$ cat config.mk
export PLATFORM = sky130hd
export DESIGN_NAME = fetch_queue
export DESIGN_NICKNAME = d
export VERILOG_FILES = /design/src/rtl/fetch_queue.sv
export SDC_FILE = /design/constraint.sdc
export NUM_CORES = 1
export LEC_CHECK = 0
export BUFFER_PORTS_ARGS = -buffer_cell sky130_fd_sc_hd__buf_4
export CAP_MARGIN = 20
export CORE_MARGIN = 5
export CORE_UTILIZATION = 45
export DETAILED_ROUTE_END_ITERATION = 16
export HOLD_SLACK_MARGIN = 0.15
export PLACE_DENSITY = 0.67
export SYNTH_ARGS = -nofsm -noshare
export SYNTH_HDL_FRONTEND = slang
export SYNTH_SLANG_ARGS = --single-unit
$ cat constraint.sdc
create_clock -name clock -period 2.1 [get_ports clock]
set_input_delay 0.21 -clock clock [delete_from_list [all_inputs] [get_ports clock]]
set_output_delay 0.21 -clock clock [all_outputs]
set_load 0.05 [all_outputs]
$ cat src/rtl/fetch_queue.sv
// Instruction-fetch front end: issues PC reads to a synchronous-read memory port and
// buffers returned instructions with their PC+1 in a small FIFO for the decode stage.
module fetch_queue #(
    parameter int         DEPTH    = 4,
    parameter logic [7:0] NOOP     = 8'b00001010,
    parameter logic [7:0] RESET_PC = 8'h00
) (
    input  logic       clock,
    input  logic       reset,
    input  logic       redirect,
    input  logic [7:0] redirect_pc,
    output logic       fetch_en,
    output logic [7:0] fetch_addr,
    input  logic [7:0] fetch_data,
    input  logic       d_ready,
    output logic       d_valid,
    output logic [7:0] d_instr,
    output logic [7:0] d_pc,
    output logic [3:0] level
);

    localparam int          PW       = (DEPTH > 1) ? $clog2(DEPTH) : 1;
    localparam logic [4:0]  DEPTH_W5 = 5'(DEPTH);
    localparam logic [PW-1:0] PTR_ONE = PW'(1);

    logic [7:0]    r_fetchPc;
    logic [7:0]    r_inflightPc;
    logic          r_inflight;
    logic [3:0]    r_count;
    logic [PW-1:0] r_rdPtr;
    logic [PW-1:0] r_wrPtr;
    logic [7:0]    r_instr   [DEPTH];
    logic [7:0]    r_pcPlus1 [DEPTH];

    logic          w_empty;
    logic          w_pop;
    logic          w_push;
    logic          w_issue;
    logic [4:0]    w_occupancy;

    assign w_empty     = (r_count == 4'd0);
    assign w_pop       = ~w_empty & d_ready;
    assign w_push      = r_inflight & ~redirect;
    // In-flight fetch reserves a slot so the returning data always has room.
    assign w_occupancy = {1'b0, r_count} + {4'd0, r_inflight};
    assign w_issue     = reset & ~redirect & ((w_occupancy < DEPTH_W5) | w_pop);

    assign fetch_en   = w_issue;
    assign fetch_addr = r_fetchPc;
    assign d_valid    = ~w_empty;
    assign d_instr    = w_empty ? NOOP  : r_instr[r_rdPtr];
    assign d_pc       = w_empty ? 8'h00 : r_pcPlus1[r_rdPtr];
    assign level      = r_count;

    always_ff @(posedge clock or negedge reset) begin
        if (!reset) begin
            r_fetchPc    <= RESET_PC;
            r_inflightPc <= 8'h00;
            r_inflight   <= 1'b0;
        end else if (redirect) begin
            r_fetchPc    <= redirect_pc;
            r_inflight   <= 1'b0;
        end else if (w_issue) begin
            r_fetchPc    <= r_fetchPc + 8'd1;
            r_inflightPc <= r_fetchPc;
            r_inflight   <= 1'b1;
        end else begin
            r_inflight   <= 1'b0;
        end
    end

    always_ff @(posedge clock or negedge reset) begin
        if (!reset) begin
            r_count <= 4'd0;
            r_rdPtr <= '0;
            r_wrPtr <= '0;
            for (int i = 0; i < DEPTH; i++) begin
                r_instr[i]   <= 8'h00;
                r_pcPlus1[i] <= 8'h00;
            end
        end else if (redirect) begin
            // A concurrent pop is still consumed downstream; the flush discards the rest.
            r_count <= 4'd0;
            r_rdPtr <= '0;
            r_wrPtr <= '0;
        end else begin
            if (w_push) begin
                r_instr[r_wrPtr]   <= fetch_data;
                r_pcPlus1[r_wrPtr] <= r_inflightPc + 8'd1;
                r_wrPtr            <= r_wrPtr + PTR_ONE;
            end
            if (w_pop) begin
                r_rdPtr <= r_rdPtr + PTR_ONE;
            end
            case ({w_push, w_pop})
                2'b10:   r_count <= r_count + 4'd1;
                2'b01:   r_count <= r_count - 4'd1;
                default: r_count <= r_count;
            endcase
        end
    end

endmodule
* After elaboration in Yosys (flattened, before gate mapping)
Index checks and enable logic that the tools add are counted.
** Word-level totals
- Logic and storage cells :: 66
- Output and inout bits :: 30
- Register bits :: 89
** Cells by class
- Eq/ne operators :: 2
- Mux-type cells :: 22
- Bitwise logic cells :: 9
- Reduce and logical (&&, ||, !) cells :: 8
- Order comparisons :: 4
- Add/sub/neg operators :: 7
** Operators by type and width (number)
- two-way mux 8 bit :: 9
- bitwise mux 32 bit :: 2
- binary-select mux 8 bit (select 2 bit) :: 2
- adder 8 x 1 -> 8 bit, second input constant :: 2
- demux 8 bit (select 2 bit) :: 1
- two-way mux 2 bit :: 4
- one-hot mux 4 bit (2 select lines) :: 1
- greater-or-equal comparator 3 bit, second input constant :: 2
- inverter 2 -> 3 bit :: 2
- nonzero test 2 bit :: 3
- adder 4 x 1 -> 5 bit :: 1
- less-than comparator 5 x 3 -> 1 bit, second input constant :: 1
- adder 2 x 1 -> 2 bit, second input constant :: 2
- adder 4 x 1 -> 4 bit, second input constant :: 1
- AND 1 bit :: 4
- zero test 4 bit :: 1
- two-way mux 4 bit :: 1
- AND reduction 2 bit :: 2
- subtractor 4 x 1 -> 4 bit, second input constant :: 1
- less-than comparator 3 x 1 -> 1 bit, second input constant :: 1
- nonzero test 3 bit :: 1
- equality test 2 x 1 -> 1 bit, second input constant :: 1
- equality test 2 bit, second input constant :: 1
- two-way mux 1 bit :: 2
- other kinds (3) :: 4

* Logic depth before layout (Yosys ltp)
- Word-level depth :: 7
- Depth in mapped cells :: 8

* Worst setup path before layout
OpenSTA, ideal clock, no wires.
- Path type :: reg2reg
- Start :: register r_count[1], in the netlist level[1]
- End :: register r_count[2], in the netlist level[2]
- Required time :: 2.025 ns
- Path slack :: -0.395 ns
- Clock period less this slack :: 2.495 ns
- Stages on the path, launching flop included :: 9
- Arrival :: 2.420 ns
- Buffers on the path :: 1
- Cell sequence :: dfrtp_1 -> buf_6 -> o41ai_4 -> nor2_1 -> xor2_1 -> ha_1 -> or4_1 -> a21o_1 -> a21oi_2
** Between the ends
- Longest elaborated chain between the ends :: 6
- Elaborated cells between the ends (all ways) :: 10
- Those cells by class :: add/sub: 2; eq/ne: 2; mux: 2; bitwise: 2; reduce/logical: 2
** Ends and longest elaborated chain
- from (decl) :: RTL line 29 : logic [3:0] r_count;
- from (signal assigned) :: RTL line 96 : 2'b10: r_count <= r_count + 4'd1;
- from (signal assigned) :: RTL line 97 : 2'b01: r_count <= r_count - 4'd1;
- from (signal assigned) :: RTL line 98 : default: r_count <= r_count;
- zero test 4 bit :: RTL line 41 : assign w_empty = (r_count == 4'd0);
- inverter 1 bit :: RTL line 42 : assign w_pop = ~w_empty & d_ready;
- AND 1 bit :: RTL line 42
- equality test 2 x 1 -> 1 bit or equality test 2 bit (tied branches) :: RTL line 95 : case ({w_push, w_pop})
- one-hot mux 4 bit (2 select lines) :: RTL line 95
- two-way mux 4 bit :: RTL line 81 : end else if (redirect) begin
Parallel ways exist; a longest one is shown, timed or not.
A chain may end at the register's enable or synchronous reset.

* Final worst setup path
- Start :: register r_rdPtr[0]
- End :: output d_instr[1]
** Between the ends
- Longest elaborated chain between the ends :: 5
** Ends and longest elaborated chain
- from (decl) :: RTL line 30 : logic [PW-1:0] r_rdPtr;
- from (signal assigned) :: RTL line 93 : r_rdPtr <= r_rdPtr + PTR_ONE;
- inverter 2 -> 3 bit (not written as such) :: RTL line 51 : assign d_instr = w_empty ? NOOP : r_instr[r_rdPtr];
- binary-select mux 8 bit (select 2 bit) :: RTL line 51
- two-way mux 8 bit (not written as such) (2 in series) :: RTL line 51
- two-way mux 8 bit :: RTL line 51
- to (decl) :: RTL line 17 : output logic [7:0] d_instr,
No other way between the ends. The select of a mux whose other input is x is not followed.

==> load_flow_metrics.sql <==
INSERT INTO impl_metrics (metric_group, metric, value, unit) VALUES
('hold_path', 'worstHoldStart', 'redirect', ''),
('worst_setup_path', 'timing.critical_path.from', 'r_rdPtr[0]', ''),
('run_status', 'run_status', 'finished, final reports clean', ''),
('final_layout', 'diodes', '0', ''),
('place', 'place.detailed.hpwl', '6.00', 'mm'),
('synth', 'ys_seq_elements', '89', ''),
('worst_setup_path', 'cp-end-kind', 'output pin', ''),
('sta', 'slew_viol_final', '0', ''),
('sta', 'achievable-frequency', '486', 'MHz'),
('floorplanning', 'chipHeight', '108', 'um'),
('drt', 'routed_via_density', '5.09', ''),
('sta', 'relSlewSlack', '0.691', ''),
('sta', 'final.period_utilization', '0.979', ''),
('clocking', 'reg_clk_slew_reported_paths', '80', 'ps'),
('clocking', 'tritoncts.num_buffers', '9', ''),
('worst_setup_path', 'r2r_setup_slack', '90', 'ps'),
('floorplanning', 'floorplan.core_area', '9240', 'um^2'),
('synth', 'synth.distinct_cells', '41', ''),
('floorplanning', 'die_area', '11600', 'um^2'),
('worst_setup_path', 'reg2regPathDepth', '7', ''),
('drt', 'route.vias.total', '2807', ''),
('worst_setup_path', 'endpoint', 'd_instr[1]', ''),
('synth', 'synth_top_cell_by_area', 'sky130_fd_sc_hd__dfrtp_1', ''),
('clocking', 'clock_tree_from_tritoncts', 'done', ''),
('place', 'finalWeightedCongestion', '0.764', ''),
('clocking', 'clock-root-buffer', 'sky130_fd_sc_hd__clkbuf_8', ''),
('place', 'placement.io_buffers', '49', ''),
('clocking', 'clk_path_buf_depth', '2', ''),
('global_routing', 'antenna_found_initial', '0', ''),
('drt', 'drtAntennaViolNets', '0', ''),
('final_layout', 'fraction_of_layout_instances_using_a_drive_strength_above_1', '0.400', ''),
('clocking', 'h-tree-depth', '3', ''),
('floorplanning', 'ioPinCount', '50', ''),
('sta', 'skew', '8.41', 'ps'),
('floorplanning', 'die-width', '108', 'um'),
('global_routing', 'largest_net_degree_at_the_start_of_global_routing', '90', ''),
('sta', 'fin_ws', '43.8', 'ps'),
('worst_setup_path', 'crit_path_start_kind', 'register', ''),
('global_routing', 'globalRouteOverflowTotal', '0', ''),
('run', 'max_cap_viol_count', '0', ''),
('final_layout', 'finish.net_count', '445', ''),
('synth', 'ys.warnings.count', '0', ''),
('pwr', 'total_power_per_unit_cell_area', '1300', 'nW/um^2'),
('worst_setup_path', 'critical_path_arrival', '1850', 'ps'),
('clocking', 'clock_insertion_delay_worst_skew', '360', 'ps'),
('sta', 'final-setup-viol-count', '0', ''),
('clocking', 'numClockSinks', '89', ''),
('pwr', 'post-layout-total-power', '7.06', 'mW'),
('worst_setup_path', 'r2r-end', 'level[2]', ''),
('sta', 'layout_min_cycle_time', '2060', 'ps'),
('floorplanning', 'std_cell_rows', '35', ''),
('worst_setup_path', 'cp_data_required_time', '1890', 'ps'),
('floorplanning', 'initial_core_util', '0.463', ''),
('synth', 'yosysTopAreaCellShare', '0.520', ''),
('global_routing', 'gr-usage-all-layers', '0.164', ''),
('synth', 'yosys-top-cells-area', 'sky130_fd_sc_hd__dfrtp_1 52%, sky130_fd_sc_hd__mux2_2 10%, sky130_fd_sc_hd__mux4_2 8.4%, sky130_fd_sc_hd__o21ai_0 4.0%, sky130_fd_sc_hd__nand2_1 3.6%', ''),
('sta', 'max_slew.worst_pin.slew', '464', 'ps'),
('synth', 'synth.avg_cell_area', '12.7', 'um^2'),
('global_routing', 'global_route_wire_length_before_repair', '14.8', 'mm'),
('global_routing', 'first_global_vias', '2976', ''),
('sta', 'rsz0062_at_grt', 'true', ''),
('synth', 'seq_total_area_yosys', '0.520', ''),
('worst_setup_path', 'crit_fanout', '5', ''),
('sta', 'hold_violations', '0', ''),
('worst_setup_path', 'critical_path.reg2reg.startpoint', 'level[1]', ''),
('place', 'dpl_worst_slack', '11.0', 'ps'),
('drt', 'detail_route.iter0.violations', '58', ''),
('final_layout', 'area_growth_syn_to_layout', '26.8', '%'),
('hold_path', 'holdCritPathClass', 'in -> reg', ''),
('drt', 'drc', '0', ''),
('worst_setup_path', 'timing_worst_setup_path_type', 'reg -> out', ''),
('drt', 'firstDrtPassIters', '4', ''),
('drt', 'wire_length_per_cell', '16.2', 'um'),
('pwr', 'power.leakage', '2.52', 'nW'),
('drt', 'wl', '8.94', 'mm'),
('pwr', 'vdd.ir_drop.worst', '0.000589', 'V'),
('synth', 'synthesis.nets', '363', ''),
('synth', 'syn-cell-area', '4280', 'um^2'),
('synth', 'synthesis.instances', '336', '');
==> sequential cells by signal, summed over array words and instances (netlist names) <==
name / flops
r_rdPtr: 2
r_inflight: 1
r_instr: 32
fetch_addr: 8
r_inflightPc: 8
r_pcPlus1: 32
level: 4
r_wrPtr: 2
==> cells by family after synthesis <==
kind of cell	share of synthesized area
buffers and inverters	0.0281
XOR/XNOR	0.0368
multiplexers	0.219
flip-flops	0.520
adder cells (fa/ha/maj)	0.0205
AO/OA/AOI/OAI	0.0605
AND/OR/NAND/NOR	0.115
==> worst max-delay path, cell delays in order (launching register included) <==
cell                      delay (ps)
sky130_fd_sc_hd__dfrtp_1         410
sky130_fd_sc_hd__buf_6           150
sky130_fd_sc_hd__mux4_2          480
sky130_fd_sc_hd__or2_2           290
sky130_fd_sc_hd__buf_6           160
==> synthesized netlist by cell type <==
cell type,instances
sky130_fd_sc_hd__nand3_2,1
sky130_fd_sc_hd__dfrtp_1,89
sky130_fd_sc_hd__or2_1,1
sky130_fd_sc_hd__ha_1,7
sky130_fd_sc_hd__nand4b_1,2
sky130_fd_sc_hd__inv_4,1
sky130_fd_sc_hd__and2_1,16
sky130_fd_sc_hd__a21oi_2,1
sky130_fd_sc_hd__nand4b_4,1
sky130_fd_sc_hd__and3_1,5
sky130_fd_sc_hd__inv_1,4
sky130_fd_sc_hd__nor4_1,1
sky130_fd_sc_hd__clkbuf_1,7
sky130_fd_sc_hd__mux2i_1,3
sky130_fd_sc_hd__mux4_2,16
sky130_fd_sc_hd__buf_1,1
sky130_fd_sc_hd__nand2_1,41
sky130_fd_sc_hd__and4_2,1
sky130_fd_sc_hd__or4_1,1
sky130_fd_sc_hd__o21ai_0,34
sky130_fd_sc_hd__nor2_1,7
sky130_fd_sc_hd__a311oi_1,1
sky130_fd_sc_hd__or2_2,2
sky130_fd_sc_hd__o41a_1,1
sky130_fd_sc_hd__nand3_1,4
sky130_fd_sc_hd__buf_2,7
sky130_fd_sc_hd__nand4_1,5
sky130_fd_sc_hd__buf_4,1
sky130_fd_sc_hd__and2b_1,1
sky130_fd_sc_hd__and4_1,2
sky130_fd_sc_hd__nor3_2,1
sky130_fd_sc_hd__xor2_1,11
sky130_fd_sc_hd__buf_6,2
sky130_fd_sc_hd__xnor2_1,7
sky130_fd_sc_hd__a21o_1,1
sky130_fd_sc_hd__o22ai_1,1
sky130_fd_sc_hd__o21bai_4,1
sky130_fd_sc_hd__inv_2,1
sky130_fd_sc_hd__o41ai_4,1
sky130_fd_sc_hd__mux2_2,38
sky130_fd_sc_hd__mux2_4,8
==> layout by cell type, fill, tap and decap left out, types with 5 or more instances in the layout <==
| cell | netlist | final |
|---|---|---|
| sky130_fd_sc_hd__clkbuf_8 | 0 | 10 |
| sky130_fd_sc_hd__xnor2_1 | 7 | 7 |
| sky130_fd_sc_hd__o21ai_0 | 34 | 34 |
| sky130_fd_sc_hd__and2_1 | 16 | 15 |
| sky130_fd_sc_hd__nor2_1 | 7 | 7 |
| sky130_fd_sc_hd__xor2_1 | 11 | 11 |
| sky130_fd_sc_hd__buf_4 | 1 | 56 |
| sky130_fd_sc_hd__ha_1 | 7 | 6 |
| sky130_fd_sc_hd__dfrtp_1 | 89 | 85 |
| sky130_fd_sc_hd__mux4_2 | 16 | 16 |
| sky130_fd_sc_hd__mux2_4 | 8 | 8 |
| sky130_fd_sc_hd__dlygate4sd3_1 | 0 | 17 |
| sky130_fd_sc_hd__nand2_1 | 41 | 41 |
| sky130_fd_sc_hd__buf_6 | 2 | 11 |
| sky130_fd_sc_hd__nand4_1 | 5 | 5 |
| sky130_fd_sc_hd__and3_1 | 5 | 5 |
| sky130_fd_sc_hd__mux2_2 | 38 | 38 |
==> how the worst min path moves through the flow <==
stage | to | slack, ps | cells past startpoint
finish | level[2] | 280 | 3
global route | level[2] | 310 | 3
CTS | r_instr[21] | 240 | 2
detailed placement | fetch_addr[2] | 420 | 3
global placement | fetch_addr[2] | 420 | 3
floorplan | fetch_addr[0] | -90 | 0
==> final cells by class <==
| class | count | area (um^2) |
|---|---|---|
| flip-flops and latches | 89 | 2230 |
| clock buffers | 11 | 141 |
| repair buffers | 89 | 822 |
| inverters | 6 | 27.5 |
| clock inverters | 5 | 78.8 |
| well taps | 129 | 161 |
| fillers | 748 | 3810 |
| multi-input cells | 223 | 1970 |
==> stage by stage <==
step                      cell area (um^2)   util  hold slack [ps]  cells  TNS, ps
final                                 5430  0.588              278    552        0
after global routing                  5430  0.588              307    552    -26.7
after CTS                             5300  0.573              239    545    -28.8
after detailed placement              4890  0.529              422    513        0
after global placement                4890  0.529              418    513        0
after floorplan                       4290      -            -85.6    336     -208
==> per-layer routing <==
layer,share of wire,up-vias,global-route usage
met5,0,-,0
met4,0.012,0,0.0460
met3,0.035,10,0.0324
met2,0.52,43,0.278
met1,0.43,1401,0.214
li1,-,1353,-
==> repair_timing <==
| item | in CTS | in global routing |
|---|---|---|
| hold endpoints to repair | 40 | 34 |
| setup buffers | 0 | 5 |
| hold buffers | 16 | 1 |
| endpoints found under the setup margin | 16 | 18 |
| pin swaps | 1 | 8 |
| gates resized for setup | 8 | 13 |
==> power by group <==
part | internal, mW | total (mW) | switching, mW
clock | 0.702 | 1.29 | 0.589
sequential | 2.18 | 2.51 | 0.332
combinational | 1.46 | 3.25 | 1.79
No activity file was read; power rests on OpenSTA's default activity.
